**src/rtl/box_overlay_multi.sv**
```systemverilog
// Streaming bounding-box overlay: draws up to NUM_BOXES outlined rectangles onto a
// raster RGB stream. Box geometry is double-buffered and swapped at the frame origin.
module box_overlay_multi #(
  parameter int IMG_WIDTH  = 768,
  parameter int IMG_HEIGHT = 576,
  parameter int NUM_BOXES  = 4,
  parameter int COORD_W    = 10,
  parameter int PIX_W      = 24,
  parameter int THICK_W    = 3
) (
  input  logic               clk,
  input  logic               reset,
  input  logic               cfg_we,
  input  logic [2:0]         cfg_idx,
  input  logic               cfg_en,
  input  logic [COORD_W-1:0] cfg_cx,
  input  logic [COORD_W-1:0] cfg_cy,
  input  logic [COORD_W-1:0] cfg_w,
  input  logic [COORD_W-1:0] cfg_h,
  input  logic [PIX_W-1:0]   cfg_color,
  input  logic [THICK_W-1:0] cfg_thick,
  input  logic               s_valid,
  output logic               s_ready,
  input  logic               s_sof,
  input  logic [PIX_W-1:0]   s_data,
  output logic               m_valid,
  input  logic               m_ready,
  output logic               m_sof,
  output logic               m_eol,
  output logic [PIX_W-1:0]   m_data
);

  localparam int CW1 = COORD_W + 1;
  localparam logic [CW1-1:0] X_MAX = CW1'(IMG_WIDTH - 1);
  localparam logic [CW1-1:0] Y_MAX = CW1'(IMG_HEIGHT - 1);

  typedef struct packed {
    logic               en;
    logic [COORD_W-1:0] cx;
    logic [COORD_W-1:0] cy;
    logic [COORD_W-1:0] w;
    logic [COORD_W-1:0] h;
    logic [PIX_W-1:0]   color;
    logic [THICK_W-1:0] thick;
  } slot_t;

  localparam slot_t SLOT_RST = '{en: 1'b0, cx: '0, cy: '0, w: '0, h: '0,
                                 color: '0, thick: THICK_W'(1)};

  slot_t              r_pend [NUM_BOXES];
  slot_t              r_act  [NUM_BOXES];
  logic [COORD_W-1:0] r_x;
  logic [COORD_W-1:0] r_y;
  logic               r_valid;
  logic               r_sof;
  logic               r_eol;
  logic [PIX_W-1:0]   r_data;

  logic               w_accept;
  logic               w_origin;
  logic               w_last_x;
  logic               w_last_y;
  logic [COORD_W-1:0] w_px;
  logic [COORD_W-1:0] w_py;
  logic [NUM_BOXES-1:0] w_hit;
  logic [PIX_W-1:0]   w_col [NUM_BOXES];
  logic [PIX_W-1:0]   w_pix;
  slot_t              w_wr;

  // Handshake: a beat transfers on any edge where valid and ready are both high;
  // a producer holds valid and data stable until it transfers.
  assign s_ready  = !r_valid || m_ready;
  assign w_accept = s_valid && s_ready;

  // s_sof resynchronises the raster position for this beat.
  assign w_px     = s_sof ? '0 : r_x;
  assign w_py     = s_sof ? '0 : r_y;
  assign w_origin = (w_px == '0) && (w_py == '0);
  assign w_last_x = (w_px == COORD_W'(IMG_WIDTH - 1));
  assign w_last_y = (w_py == COORD_W'(IMG_HEIGHT - 1));

  assign w_wr = '{en: cfg_en, cx: cfg_cx, cy: cfg_cy, w: cfg_w, h: cfg_h,
                  color: cfg_color, thick: cfg_thick};

  for (genvar g = 0; g < NUM_BOXES; g++) begin : g_slot
    slot_t          w_s;
    logic [CW1-1:0] w_cx, w_cy, w_hw, w_hh, w_tk, w_x, w_y;
    logic [CW1-1:0] w_rr, w_bb, w_l, w_r, w_t, w_b, w_r_in, w_b_in;

    // The origin pixel is drawn with the bank that is being copied on this edge.
    assign w_s    = w_origin ? r_pend[g] : r_act[g];
    assign w_cx   = CW1'(w_s.cx);
    assign w_cy   = CW1'(w_s.cy);
    assign w_hw   = CW1'(w_s.w >> 1);
    assign w_hh   = CW1'(w_s.h >> 1);
    assign w_tk   = (w_s.thick == '0) ? CW1'(1) : CW1'(w_s.thick);
    assign w_rr   = w_cx + w_hw;
    assign w_bb   = w_cy + w_hh;
    assign w_l    = (w_cx > w_hw) ? w_cx - w_hw : '0;
    assign w_t    = (w_cy > w_hh) ? w_cy - w_hh : '0;
    assign w_r    = (w_rr > X_MAX) ? X_MAX : w_rr;
    assign w_b    = (w_bb > Y_MAX) ? Y_MAX : w_bb;
    assign w_r_in = (w_r > w_tk) ? w_r - w_tk : '0;
    assign w_b_in = (w_b > w_tk) ? w_b - w_tk : '0;
    assign w_x    = CW1'(w_px);
    assign w_y    = CW1'(w_py);
    assign w_col[g] = w_s.color;
    assign w_hit[g] = w_s.en && (w_x >= w_l) && (w_x <= w_r) && (w_y >= w_t) && (w_y <= w_b) &&
                      ((w_x < w_l + w_tk) || (w_x > w_r_in) ||
                       (w_y < w_t + w_tk) || (w_y > w_b_in));
  end

  // Lowest-index hitting slot wins, so scan from the top down.
  always_comb begin
    w_pix = s_data;
    for (int i = NUM_BOXES - 1; i >= 0; i--) begin
      if (w_hit[i]) w_pix = w_col[i];
    end
  end

  always_ff @(posedge clk or posedge reset) begin
    if (reset) begin
      for (int i = 0; i < NUM_BOXES; i++) begin
        r_pend[i] <= SLOT_RST;
        r_act[i]  <= SLOT_RST;
      end
    end else begin
      for (int i = 0; i < NUM_BOXES; i++) begin
        if (cfg_we && (cfg_idx == 3'(i))) r_pend[i] <= w_wr;
        if (w_accept && w_origin) r_act[i] <= r_pend[i];
      end
    end
  end

  always_ff @(posedge clk or posedge reset) begin
    if (reset) begin
      r_x     <= '0;
      r_y     <= '0;
      r_valid <= 1'b0;
      r_sof   <= 1'b0;
      r_eol   <= 1'b0;
      r_data  <= '0;
    end else if (w_accept) begin
      r_valid <= 1'b1;
      r_sof   <= w_origin;
      r_eol   <= w_last_x;
      r_data  <= w_pix;
      if (w_last_x) begin
        r_x <= '0;
        r_y <= w_last_y ? '0 : w_py + COORD_W'(1);
      end else begin
        r_x <= w_px + COORD_W'(1);
        r_y <= w_py;
      end
    end else if (m_ready) begin
      r_valid <= 1'b0;
    end
  end

  assign m_valid = r_valid;
  assign m_sof   = r_sof;
  assign m_eol   = r_eol;
  assign m_data  = r_data;

endmodule

```
**config.mk**
```make
export PLATFORM = sky130hd
export DESIGN_NAME = box_overlay_multi
export DESIGN_NICKNAME = d
export VERILOG_FILES = /design/src/rtl/box_overlay_multi.sv
export SDC_FILE = /design/constraint.sdc
export NUM_CORES = 2
export LEC_CHECK = 0
export CAP_MARGIN = 20
export CORE_UTILIZATION = 58
export CTS_BUF_LIST = sky130_fd_sc_hd__clkbuf_8
export CTS_CLUSTER_SIZE = 8
export DETAILED_ROUTE_END_ITERATION = 7
export HOLD_SLACK_MARGIN = 0.08
export PLACE_DENSITY = 0.79
export SYNTH_ARGS = -nofsm -noshare
export SYNTH_HDL_FRONTEND = slang
export SYNTH_SLANG_ARGS = --single-unit
```
**constraint.sdc**
```tcl
create_clock -name clk -period 18.2 [get_ports clk]
set_input_delay 2.73 -clock clk [delete_from_list [all_inputs] [get_ports clk]]
set_output_delay 2.73 -clock clk [all_outputs]
set_load 0.02 [all_outputs]
```
==> flow_summary_export.csv <==
group,metric,value,unit
power,powerDensity,204.0,mW/mm²
clock_network,cts_buffers,99,
setup_path,endpoint_kind,"flip-flop",
place,hpwl,88650,µm
timing,rsz0062_at_grt,"false",
flow_run,drv_cap,0,
power,totalPowerFinal,0.01019,W
place,place.port_buffers,126,
timing,max_freq,70.49,MHz
status,status,"finished, final reports clean",
final_layout,drive_gt1_frac,0.1671,
timing,final_hold_viol_count,0,
setup_path,startpoint_type,"input port",
global_routing,grt_max_degree,120,
setup_path,crit_required,18.86,ns
final_layout,syn_to_final_growth,9.876,%
logic_synthesis,yosys.area_share.simple,0.1766,
final_layout,final_cells,6121,
routing,dr.pass1.iters,6,
clock_network,cts.reportedPaths.clkPinSlew,0.06,ns
setup_path,cpMostUsedCell,"ha_1",
global_routing,gr-total-overflow,0,
logic_synthesis,synth_edf_count,0,
logic_synthesis,synth_fa_ha_area_frac,0.1542,
logic_synthesis,syn_area,0.04543,mm²
timing,fin_ws,4.014,ns
floorplanning,start_util,0.5865,
clock_network,cts_setup_buffers,0,
logic_synthesis,avgSynthCellArea,9.243,µm²
logic_synthesis,synth_cells,4915,
min_path,hold_path.class,"flip-flop to flip-flop",
clock_network,h-tree-depth,3,
global_routing,grt.total_usage,0.3120,
power,ir_drop,84.97,µV
floorplanning,die-height,281.9,µm
routing,postRouteAntennaNets,0,
clock_network,cts_resized,0,
clock_network,cts-root-buf,"clkbuf_8",
power,p_sw,0.004854,W
setup_path,slowest_stage,"o211a_2",
global_routing,grt_pass1_vias,36870,
power,p_sw_frac,0.4765,
final_layout,nFillCells,6293,
routing,drt-met1-wl,51850,µm
power,p_int,0.005332,W
clock_network,worstSkewPairLatency,0.76,ns
routing,vias,37970,
routing,wirelength,124500,µm
logic_synthesis,synth_xor_area_frac,0.03836,
setup_path,critPathKind,"input port to flip-flop",
place,gp_congestion,0.9586,
final_layout,fin_nets,5644,
logic_synthesis,async_reset_ff_frac,1.000,
power,p_comb_frac,0.684,
timing,fin_skew,0.04711,ns
logic_synthesis,synthFlopType,"dfrtp_1",
logic_synthesis,synth-compound-area-share,0.1283,
routing,drt_iter0_markers,3237,
logic_synthesis,synth_nets,5556,
power,pwr-share-seq,0.190,
timing,worstMarginPinSlew,1.228,ns
routing,route.detailed.drc,0,
routing,route.met2.wl,58510,µm
place,dp.cells,5942,
logic_synthesis,yosysSeqAreaShare,0.3169,
setup_path,critPathMaxFanout,56,
logic_synthesis,synth_top_family_by_area,"simple AND/OR/NAND/NOR gates",
global_routing,antenna_found_initial,6,
clock_network,cts_sinks,575,
place,place_ws,3.654,ns
setup_path,worstPathArrival,14.85,ns
timing,post-route-period-util,0.7794,
logic_synthesis,ys_warn_count,0,
timing,maxSlewViolCount,0,
logic_synthesis,synthMuxAreaShare,0.1482,
routing,dr_wl_met3,8883,µm
floorplanning,io-pin-count,129,
routing,wl_per_cell,20.34,µm
clock_network,tritoncts,"built",
power,power.leakage,23.53,nW
floorplanning,die-area,0.07945,mm²
timing,period_needed,14.19,ns
timing,fin_tns_setup,0,ns
floorplanning,rows,102,
floorplanning,die_w,281.9,µm
timing,whs,0.4742,ns
logic_synthesis,synth-seq-cells,575,
power,clkPwrFrac,0.126,
routing,via_per_inst,6.203,
clock_network,cts_buffer_depth,3,
timing,setup_violations,0,
routing,top_layer,"met5",
timing,slew_headroom,0.1796,
floorplanning,fp.coreArea,0.07747,mm²
clock_network,cts_hold_buf,0,
global_routing,grt_pass1_wl,196200,µm
setup_path,cpPeakStageDelay,0.79,ns
logic_synthesis,synth_cell_types,98,
## logic make-up after synthesis
kind of cell             count (synthesis)
flip-flops                             575
buffers and inverters                  442
adder cells (fa/ha/maj)                541
multiplexers                           606
XOR/XNOR                               199
AO/OA/AOI/OAI                          847
AND/OR/NAND/NOR                       1705
## state kept, by name (all words and copies together) (netlist names)
name and count:
m_data 24, r_y 10, m_eol 1, m_sof 1
r_pend 264, r_act 264, r_x 10, m_valid 1
## worst max-delay path, delay by kind of cell
kind | cells | cell delay, ns
adder cells (fa/ha/maj) | 4 | 1.21
AO/OA/AOI/OAI | 14 | 3.43
buffers and inverters | 6 | 2.66
AND/OR/NAND/NOR | 15 | 3.82
XOR/XNOR | 1 | 0.38
multiplexers | 1 | 0.50
## path summary, 6_finish.rpt
path,cells past startpoint,slack [ns],endpoint,startpoint
min in group asynchronous,2,2.49,r_act[268],reset
min,2,0.47,m_sof,m_sof
min reg2reg,2,0.47,m_sof,m_sof
max,41,4.01,m_data[8],s_sof
max reg2reg,39,6.48,m_data[8],r_x[0]
max in group asynchronous,5,12.70,r_pend[171],reset
## routing by layer
layer,global-route usage,vias to the layer above
met2,0.5160,1329
met3,0.05618,348
met5,0,-
met4,0.1380,4
met1,0.3985,18560
li1,-,17730
## cells in the mapped netlist (8+ instances only)
master / instances / share of area
nand2_1: 785 / 0.065
dfrtp_1: 567 / 0.31
mux2_2: 533 / 0.13
ha_1: 508 / 0.14
inv_1: 244 / 0.020
nor2_1: 238 / 0.020
a21oi_1: 181 / 0.020
o21ai_0: 172 / 0.019
clkbuf_1: 158 / 0.013
xnor2_1: 130 / 0.025
nor3_1: 118 / 0.013
nand3_1: 92 / 0.010
nor2b_1: 85 / 0.012
nand2b_1: 82 / 0.011
mux2i_1: 73 / 0.016
a21o_1: 69 / 0.011
xor2_1: 69 / 0.013
nand4_1: 64 / 0.0088
a31oi_1: 53 / 0.0073
nor4_1: 45 / 0.0062
or2_2: 44 / 0.0061
o21a_1: 43 / 0.0071
a211oi_1: 41 / 0.0068
fa_1: 32 / 0.014
and3_1: 30 / 0.0041
o41ai_1: 28 / 0.0054
o31ai_1: 27 / 0.0045
a2111oi_2: 22 / 0.0073
o211ai_1: 22 / 0.0036
o21bai_1: 21 / 0.0035
or3_1: 21 / 0.0029
nor3b_1: 20 / 0.0033
buf_1: 19 / 0.0016
a2111oi_0: 17 / 0.0033
and2_1: 16 / 0.0022
buf_2: 15 / 0.0017
a211o_1: 14 / 0.0027
o22ai_1: 14 / 0.0019
or4_1: 11 / 0.0018
a41oi_1: 9 / 0.0017
o2111ai_1: 9 / 0.0017
dfstp_2: 8 / 0.0046
or3b_2: 8 / 0.0015
## cell type report
cell class              count  area (µm²)  area share
clock buffers             117        1610     0.03226
inverters                 246       927.1     0.01857
flip-flops and latches    575       14400      0.2884
multi-input cells        3898       29430      0.5896
clock inverters            55       531.8     0.01065
diodes                      7       17.52   0.0003509
repair buffers            183        1702     0.03409
well taps                1040        1301     0.02607
## stage by stage
step	area (µm²)	utilization
final	49920	0.6444
after CTS	49900	0.6442
after global routing	49910	0.6442
after global placement	47760	0.6165
after detailed placement	47760	0.6165
after floorplan	45430	-
## placed cells by master (no fill, tap or decap), drive strengths merged, types with 73 or more instances in the layout
cell type and n:
nand2 787, dfrtp 567, mux2 533, ha 508, inv 283, nor2 238
a21oi 182, o21ai 178, xnor2 130, clkdlybuf4s50 126, nor3 119, clkbuf 117
nand3 92, nor2b 85, nand2b 82, mux2i 73
## power groups by stage
stage | clock network (W) | registers [W] | logic, W
finish | 0.00128 | 0.00193 | 0.00697
floorplan | 0 | 0.00189 | 0.00536
detailed placement | 0 | 0.00195 | 0.00684
global route | 0.00136 | 0.00198 | 0.00776
global placement | 0 | 0.00191 | 0.00664
CTS | 0.00130 | 0.00193 | 0.00689
No activity file was read; power rests on OpenSTA's default activity.
